File: src/rtl/regfile_writeback.sv
// Write-side front end of the register file: two producer queues (ALU, load),
// round-robin arbitration onto the single write port, and a pending-write
// scoreboard used by issue to detect RAW hazards.

// Small synchronous FIFO used for each producer queue.
module regfile_writeback_fifo #(
   parameter int WIDTH = 37,
   parameter int DEPTH = 4
) (
   input  logic             clk,
   input  logic             rst,
   input  logic             push,
   input  logic [WIDTH-1:0] push_data,
   input  logic             pop,
   output logic [WIDTH-1:0] head,
   output logic             empty,
   output logic             full
);

   localparam int PTR_W = $clog2(DEPTH);
   localparam logic [PTR_W:0] PTR_ONE = 1;

   // Pointers carry one extra wrap bit so full and empty can be told apart.
   logic [WIDTH-1:0] mem [DEPTH];
   logic [PTR_W:0]   wr_ptr;
   logic [PTR_W:0]   rd_ptr;

   assign empty = (wr_ptr == rd_ptr);
   assign full  = (wr_ptr[PTR_W] != rd_ptr[PTR_W]) &&
                  (wr_ptr[PTR_W-1:0] == rd_ptr[PTR_W-1:0]);
   assign head  = mem[rd_ptr[PTR_W-1:0]];

   // Pointer update; reset empties the queue without touching the storage.
   always_ff @(posedge clk or negedge rst) begin
      if (!rst) begin
         wr_ptr <= '0;
         rd_ptr <= '0;
      end else begin
         // NOTE: sequential state uses non-blocking assignments so every flop samples pre-edge values.
         if (push) wr_ptr <= wr_ptr + PTR_ONE;
         if (pop)  rd_ptr <= rd_ptr + PTR_ONE;
      end
   end

   // Entry storage.
   // NOTE: the storage array has no reset; stale entries are unreachable once the pointers clear.
   always_ff @(posedge clk) begin
      if (push) mem[wr_ptr[PTR_W-1:0]] <= push_data;
   end

endmodule

module regfile_writeback #(
   parameter int DATA_WIDTH = 32,
   parameter int ADDR_WIDTH = 5,
   parameter int FIFO_DEPTH = 4
) (
   input  logic                      clk,
   input  logic                      rst,
   input  logic                      alu_valid,
   output logic                      alu_ready,
   input  logic [ADDR_WIDTH-1:0]     alu_addr,
   input  logic [DATA_WIDTH-1:0]     alu_data,
   input  logic                      ld_valid,
   output logic                      ld_ready,
   input  logic [ADDR_WIDTH-1:0]     ld_addr,
   input  logic [DATA_WIDTH-1:0]     ld_data,
   input  logic                      issue_valid,
   input  logic [ADDR_WIDTH-1:0]     issue_addr,
   output logic                      write_enable,
   output logic [ADDR_WIDTH-1:0]     write_addr,
   output logic [DATA_WIDTH-1:0]     write_data,
   output logic [2**ADDR_WIDTH-1:0]  pending_mask
);

   localparam int ENT_W    = ADDR_WIDTH + DATA_WIDTH;
   localparam int NUM_REGS = 2**ADDR_WIDTH;

   typedef enum logic {SRC_ALU = 1'b0, SRC_LD = 1'b1} src_e;

   src_e                  last_grant;
   logic                  alu_push, alu_empty, alu_full, grant_alu;
   logic                  ld_push, ld_empty, ld_full, grant_ld;
   logic [ENT_W-1:0]      alu_head, ld_head;
   logic [ADDR_WIDTH-1:0] win_addr;
   logic [DATA_WIDTH-1:0] win_data;
   logic [NUM_REGS-1:0]   pending_next;

   // Writes to x0 complete the handshake but are dropped before the queue.
   assign alu_ready = !alu_full;
   assign ld_ready  = !ld_full;
   assign alu_push  = alu_valid && !alu_full && (alu_addr != '0);
   assign ld_push   = ld_valid  && !ld_full  && (ld_addr  != '0);

   regfile_writeback_fifo #(.WIDTH(ENT_W), .DEPTH(FIFO_DEPTH)) u_alu_q (
      .clk(clk), .rst(rst), .push(alu_push), .push_data({alu_addr, alu_data}),
      .pop(grant_alu), .head(alu_head), .empty(alu_empty), .full(alu_full)
   );

   regfile_writeback_fifo #(.WIDTH(ENT_W), .DEPTH(FIFO_DEPTH)) u_ld_q (
      .clk(clk), .rst(rst), .push(ld_push), .push_data({ld_addr, ld_data}),
      .pop(grant_ld), .head(ld_head), .empty(ld_empty), .full(ld_full)
   );

   // Round-robin grant: a lone non-empty queue wins, ties go opposite last_grant.
   always_comb begin
      // NOTE: every combinational output gets a default first so no path can infer a latch.
      grant_alu = 1'b0;
      grant_ld  = 1'b0;
      win_addr  = ld_head[ENT_W-1:DATA_WIDTH];
      win_data  = ld_head[DATA_WIDTH-1:0];
      if (!alu_empty && (ld_empty || last_grant == SRC_LD)) begin
         grant_alu = 1'b1;
         win_addr  = alu_head[ENT_W-1:DATA_WIDTH];
         win_data  = alu_head[DATA_WIDTH-1:0];
      end else if (!ld_empty) begin
         grant_ld = 1'b1;
      end
   end

   // Scoreboard next state: clear the drained register, then apply issue so set wins.
   always_comb begin
      pending_next = pending_mask;
      if (grant_alu || grant_ld) pending_next[win_addr] = 1'b0;
      if (issue_valid)           pending_next[issue_addr] = 1'b1;
      pending_next[0] = 1'b0;
   end

   // Registered write port, arbitration history and scoreboard.
   always_ff @(posedge clk or negedge rst) begin
      if (!rst) begin
         write_enable <= 1'b0;
         write_addr   <= '0;
         write_data   <= '0;
         last_grant   <= SRC_LD;
         pending_mask <= '0;
      end else begin
         pending_mask <= pending_next;
         write_enable <= grant_alu || grant_ld;
         if (grant_alu || grant_ld) begin
            write_addr <= win_addr;
            write_data <= win_data;
            last_grant <= grant_alu ? SRC_ALU : SRC_LD;
         end
      end
   end

endmodule

File: config.mk
export PLATFORM = sky130hd
export DESIGN_NAME = regfile_writeback
export DESIGN_NICKNAME = d
export VERILOG_FILES = /design/src/rtl/regfile_writeback.sv
export SDC_FILE = /design/constraint.sdc
export NUM_CORES = 1
export LEC_CHECK = 0
export ABC_AREA = 0
export CAP_MARGIN = 25
export CORE_UTILIZATION = 50
export CTS_BUF_LIST = sky130_fd_sc_hd__clkbuf_2 sky130_fd_sc_hd__clkbuf_4 sky130_fd_sc_hd__clkbuf_8
export CTS_CLUSTER_SIZE = 12
export DETAILED_ROUTE_END_ITERATION = 10
export PLACE_DENSITY = 0.82
export SYNTH_ARGS = -nofsm -noshare
export SYNTH_HDL_FRONTEND = slang
export SYNTH_HIERARCHICAL = 1
export SYNTH_SLANG_ARGS = --single-unit
File: constraint.sdc
create_clock -name clk -period 3 [get_ports clk]
set_clock_uncertainty 0.2 [all_clocks]
set_input_delay 0.6 -clock clk [delete_from_list [all_inputs] [get_ports clk]]
set_output_delay 0.6 -clock clk [all_outputs]
set_load 0.01 [all_outputs]
==> results of run 1 <==
final cells by class:
cell class | instances | share of cell area, %
repair buffers | 184 | 10.25
clock buffers | 83 | 5.556
flip-flops and latches | 378 | 60.53
well taps | 384 | 2.657
inverters | 14 | 0.2906
clock inverters | 23 | 0.9686
multi-input cells | 354 | 19.70
diodes | 3 | 0.04151
registers in the layout, indices dropped and copies added (netlist names):
name            count
u_alu_q/mem       148
u_ld_q/mem        148
write_data         32
pending_mask       31
write_addr          5
u_alu_q/rd_ptr      3
u_alu_q/wr_ptr      3
u_ld_q/rd_ptr       3
u_ld_q/wr_ptr       3
last_grant          1
write_enable        1
worst reg2reg max path, delay by kind of cell (launching register included):
| family | cells | cell delay, ps |
|---|---|---|
| XOR/XNOR | 1 | 200 |
| AO/OA/AOI/OAI | 2 | 420 |
| flip-flops | 1 | 480 |
| AND/OR/NAND/NOR | 2 | 450 |
| buffers and inverters | 2 | 800 |
stage by stage:
stage / setup slack (ps) / util [%] / std cells / power [mW] / hold WS, ps
floorplan: 128.9 / - / 784 / 12.88 / 104.4
global placement: 183.2 / 58.48 / 1313 / 15.54 / 280.0
detailed placement: 108.2 / 58.48 / 1313 / 15.87 / 285.2
CTS: 54.87 / 62.62 / 1420 / 20.17 / 293.7
global route: 9.448 / 62.67 / 1423 / 21.07 / 323.3
finish: 96.72 / 62.67 / 1423 / 20.08 / 292.4
layer usage:
layer	up-vias	routed length (µm)	track usage, %
met2	311	15450	33.65
met1	4032	13320	29.80
met4	2	782	8.626
li1	3517	-	-
met3	52	2006	3.794
met5	-	13	0
where the power goes:
group | total, mW | internal (mW) | switching (mW)
Clock | 4.24 | 2.34 | 1.90
Sequential | 7.95 | 7.28 | 0.671
Combinational | 7.88 | 3.60 | 4.28
Total | 20.1 | 13.2 | 6.86
what timing repair did:
item	CTS	global route
gates resized for setup	1	1
hold endpoints to repair	43	0
hold buffers	1	0
endpoints found under the setup margin	1	1
cloned	0	0
final timing paths:
kind,cells after the start,endpoint,from
setup / recovery,4,ld_ready,u_ld_q/rd_ptr[0]
hold / removal,1,u_ld_q/rd_ptr[2],u_ld_q/rd_ptr[2]
setup reg to reg,7,write_data[6],u_alu_q/rd_ptr[0]
hold reg to reg,1,u_ld_q/rd_ptr[2],u_ld_q/rd_ptr[2]
max in group asynchronous,3,write_data[6],rst
min in group asynchronous,2,pending_mask[22],rst
kinds of logic after synthesis:
kind of cell             share of synthesized area (%)
AO/OA/AOI/OAI                                    3.946
XOR/XNOR                                        0.8316
adder cells (fa/ha/maj)                         0.8486
buffers and inverters                            1.884
flip-flops                                       74.21
multiplexers                                     14.59
other                                          0.02543
AND/OR/NAND/NOR                                  3.666
cells in the final DEF, fill, tap and decap left out, types with 9 or more instances in the layout:
cell and n:
a21oi_1 39, buf_4 23, clkbuf_4 22, clkbuf_8 61
clkdlybuf4s50_1 153, clkinv_1 11, dfrtp_1 77, edfxtp_1 296
ha_1 10, inv_1 14, mux2i_1 36, mux4_2 74
nand2_1 14, nand3b_1 12, nor2_1 45, o21ai_0 48
xor2_1 9
==> reports/metrics.yaml, run 1 <==
run_status:
  status: "finished, final reports clean"
drt:
  first_pass_iters: 5
  drc: 0
  wl_per_cell_um: 22.19
  num_vias: 7914
  ant_nets: 0
  drtIter0Drc: 651
  vias_per_cell: 5.561
  finalWirelength_mm: 31.57
timing:
  report.final.hold_viol_count: 0
  rsz0062_at_grt: "false"
  setup_viol: 0
  max_freq_mhz: 344.4
  final.min_clock_period_ps: 2903
  slew_violations: 0
  period_share_pct: 96.78
  fin_tns_setup_ps: 0
  tightest_slew_ps: 669.3
  relSlewSlack_pct: 55.38
floorplanning:
  pin_count: 156
  dieWidth_um: 173.7
  dieArea_um2: 30180
  die_h_um: 173.7
  rows: 62
  core_area_um2: 28860
  start_util_pct: 51.09
place:
  place_area_um2: 16870
  place.gp.congestion: 0.8214
  io_buffer_count: 154
  hpwl_mm: 20.90
yosys:
  synthTopCellsByCount: "edfxtp_1 (296), dfrtp_1 (81), mux4_2 (74)"
  yosysMostFrequentCell: "edfxtp_1"
  seq_area_frac_synth_pct: 74.21
  syn-cell-area_um2: 14740
  syn-num-nets: 878
  synth-edff-count: 296
  yosys_most_used_dff: "edfxtp_1"
  avgSynthCellArea_um2: 18.81
  postSynthCellCount: 784
  yosys-top-cells-area: "edfxtp_1 (60%), dfrtp_1 (14%), mux4_2 (11%), mux2i_1 (2.4%), o21ai_0 (1.6%)"
  yosysWarnings: 6
  synth_top_area_share_pct: 60.29
  synth-async-reset-ratio_pct: 21.69
  ys_ff_latch: 378
  yosysUniqueCellTypes: 38
  yosys.area.top_type: "edfxtp_1"
setup_path:
  start_kind: "flip-flop"
  r2r_slack_ps: 380
  critical_path.top_delay_family: "buffers and inverters"
  slowest_stage: "dfrtp_2"
  cp_num_buf_inv: 2
  crit_path_end_kind: "output port"
  slowest_delay_ps: 510
  crit_path_cell_trace: "xor2_2 > nor3_2 > inv_1 > clkdlybuf4s50_1"
  critPathMaxFanout: 8
  worstSetupPathType: "reg -> out"
  crit_arrival_ps: 2100
  critPathRequiredTime_ps: 2200
power_and_ir_drop:
  ir_drop_mv: 0.7238
  p_leak_nw: 6.244
  p_per_area_nw_per_um2: 1110
clock_network:
  clockBufferDepth: 3
  htreeDepth: 2
  insertion_delay_ps: 600
  cts_root_buffer: "clkbuf_8"
  cts_inserted_buffers: 56
  clock-sinks: 378
  post_cts_buffers: 0
  clk_pin_slew_worst_paths_ps: 60
  cts_tree: "done"
cells_and_area:
  fillerInstances: 1984
  drive_above_1_share_pct: 22.20
  syn2layout_area_growth_pct: 22.66
  fin_area_um2: 18080
  layout.nets: 1082
  ff_latch_area_um2: 10950
  multi_input_area_um2: 3563
global_route:
  grt_max_degree: 65
  grt_pass1_wl_mm: 49.01
  antenna_found_initial: 4
  first_global_vias: 8452
  overflow: 0
  grtUsageTotal_pct: 21.35
job:
  drv_cap: 0
worst_hold_path:
  hold_path.class: "reg -> reg"
(Power assumes the default switching activity.)
==> inputs of run 2 (changes only) <==
- CTS_BUF_LIST: sky130_fd_sc_hd__clkbuf_2 sky130_fd_sc_hd__clkbuf_4 sky130_fd_sc_hd__clkbuf_8 -> default
==> run 2 against run 1 <==
Sequential share of layout area increased by 0.23 points. Largest cell class unchanged. Core utilization decreased by 0.23 points. Largest power group unchanged. Critical path depth unchanged. Critical endpoint unchanged.
==> reports/metrics.yaml, run 2 (synthesis gave the netlist of run 1 again) <==
power_and_ir_drop:
  swShare_pct: 33.92
  p_int_mw: 13.35
  power.switching_mw: 6.852
  p_seq_share_pct: 39.4
  total_power_mw: 20.20
  power.share.clock_pct: 21.4
  p_comb_share_pct: 39.2
  p_per_area_nw_per_um2: 1121
  ir_drop_mv: 0.8204
  p_leak_nw: 6.143
cells_and_area:
  multi_input_area_um2: 3551
  syn2layout_area_growth_pct: 22.20
  drive_above_1_share_pct: 17.50
  mostFrequentLayoutCells: "edfxtp_1 (296), clkdlybuf4s50_1 (153), dfrtp_1 (77)"
  fillerInstances: 1990
  final_cells: 1389
  ff_latch_area_um2: 10950
  layout_commonest_cell: "edfxtp_1"
  post-route-util_pct: 62.43
  layout.nets: 1064
  fin_area_um2: 18020
global_route:
  overflow: 0
  grtUsageTotal_pct: 21.69
  grt_max_degree: 65
  first_global_vias: 8302
  grt_pass1_wl_mm: 49.40
  antenna_found_initial: 5
floorplanning:
  pin_count: 156
  dieWidth_um: 173.7
  dieArea_um2: 30180
  core_area_um2: 28860
  die_h_um: 173.7
  rows: 62
  start_util_pct: 51.09
clock_network:
  clock-sinks: 378
  insertion_delay_ps: 530
  cts_inserted_buffers: 38
  cts_root_buffer: "clkbuf_16"
  clockBufferDepth: 3
  cts_tree: "done"
  htreeDepth: 2
  cts_resized: 0
  clk_pin_slew_worst_paths_ps: 60
timing:
  rsz0062_at_grt: "false"
  hold_ws_ps: 302.2
  fin_tns_setup_ps: 0
  max_freq_mhz: 341.1
  report.final.hold_viol_count: 0
  tightest_slew_ps: 684.7
  setup_ws_ps: 68.43
  final.min_clock_period_ps: 2932
  period_share_pct: 97.72
  setup_viol: 0
  relSlewSlack_pct: 54.35
  slew_violations: 0
place:
  place_area_um2: 16870
  hpwl_mm: 20.90
  place.gp.congestion: 0.8214
  placed_cells: 1313
  io_buffer_count: 154
  place_ws_ps: 108.2
job:
  drv_cap: 0
setup_path:
  critPathMaxFanout: 8
  crit_path_end_kind: "output port"
  crit_path_cell_trace: "xor2_1 > nor3_1 > inv_1 > clkdlybuf4s50_1"
  slowest_delay_ps: 510
  start_kind: "flip-flop"
  cp_num_buf_inv: 2
  critical_path.top_delay_family: "buffers and inverters"
  slowest_stage: "dfrtp_2"
  critPathRequiredTime_ps: 2200
  worstSetupPathType: "reg -> out"
  crit_arrival_ps: 2130
drt:
  drc: 0
  vias_per_cell: 5.667
  num_vias: 7872
  ant_nets: 0
  first_pass_iters: 5
  finalWirelength_mm: 32.08
  drtIter0Drc: 669
  wl_per_cell_um: 23.10
run_status:
  status: "finished, final reports clean"
worst_hold_path:
  hold_path.class: "reg -> reg"
## run 2: cell types whose count changed in the layout (fill, tap and decap cells not counted), moves of 7 or more
cell,change
clkbuf_16,+38
clkbuf_8,-61
clkinv_1,-8
clkinv_2,-7
clkbuf_4,-22
clkbuf_1,+25
## run 2: cell type report
cell class / instances / area share (%)
Clock inverter: 7 / 0.4167
Inverter: 14 / 0.2917
Sequential cell: 378 / 60.76
Clock buffer: 63 / 5.799
Antenna cell: 5 / 0.06944
Timing Repair Buffer: 184 / 10.29
Multi-Input combinational cell: 354 / 19.71
Tap cell: 384 / 2.667
## run 2: path summary, 6_finish.rpt
| path | from | to | slack (ps) | cells past startpoint |
|---|---|---|---|---|
| max in group asynchronous | rst | write_data[8] | 1490 | 3 |
| hold / removal | u_alu_q/wr_ptr[2] | u_alu_q/wr_ptr[2] | 300 | 1 |
| min in group asynchronous | rst | pending_mask[22] | 440 | 2 |
| hold reg to reg | u_alu_q/wr_ptr[2] | u_alu_q/wr_ptr[2] | 300 | 1 |
| setup / recovery | u_ld_q/rd_ptr[0] | ld_ready | 70 | 4 |
| setup reg to reg | u_alu_q/rd_ptr[0] | write_data[6] | 370 | 7 |
## run 2: repair_timing
| item | 4_1_cts | 5_1_grt |
|---|---|---|
| hold endpoints to repair | 43 | 0 |
| hold buffers | 1 | 0 |
| setup buffers | 0 | 0 |
## run 2: metal layers
| layer | global-route usage [%] | wire length, µm | vias up |
|---|---|---|---|
| met5 | 0 | 0 | - |
| met4 | 8.370 | 961 | 0 |
| met3 | 4.583 | 2202 | 68 |
| met2 | 33.97 | 15320 | 329 |
| met1 | 30.14 | 13600 | 4014 |
| li1 | - | - | 3461 |
## run 2: power by group through the flow
stage                     Combinational (mW)  Clock, mW  Sequential, mW
after floorplan                         4.85          0            8.04
after global placement                  7.58          0            7.96
after detailed placement                7.83          0            8.04
after CTS                               7.91       4.40            7.97
after global routing                    8.49       4.60            8.08
final                                   7.91       4.33            7.96
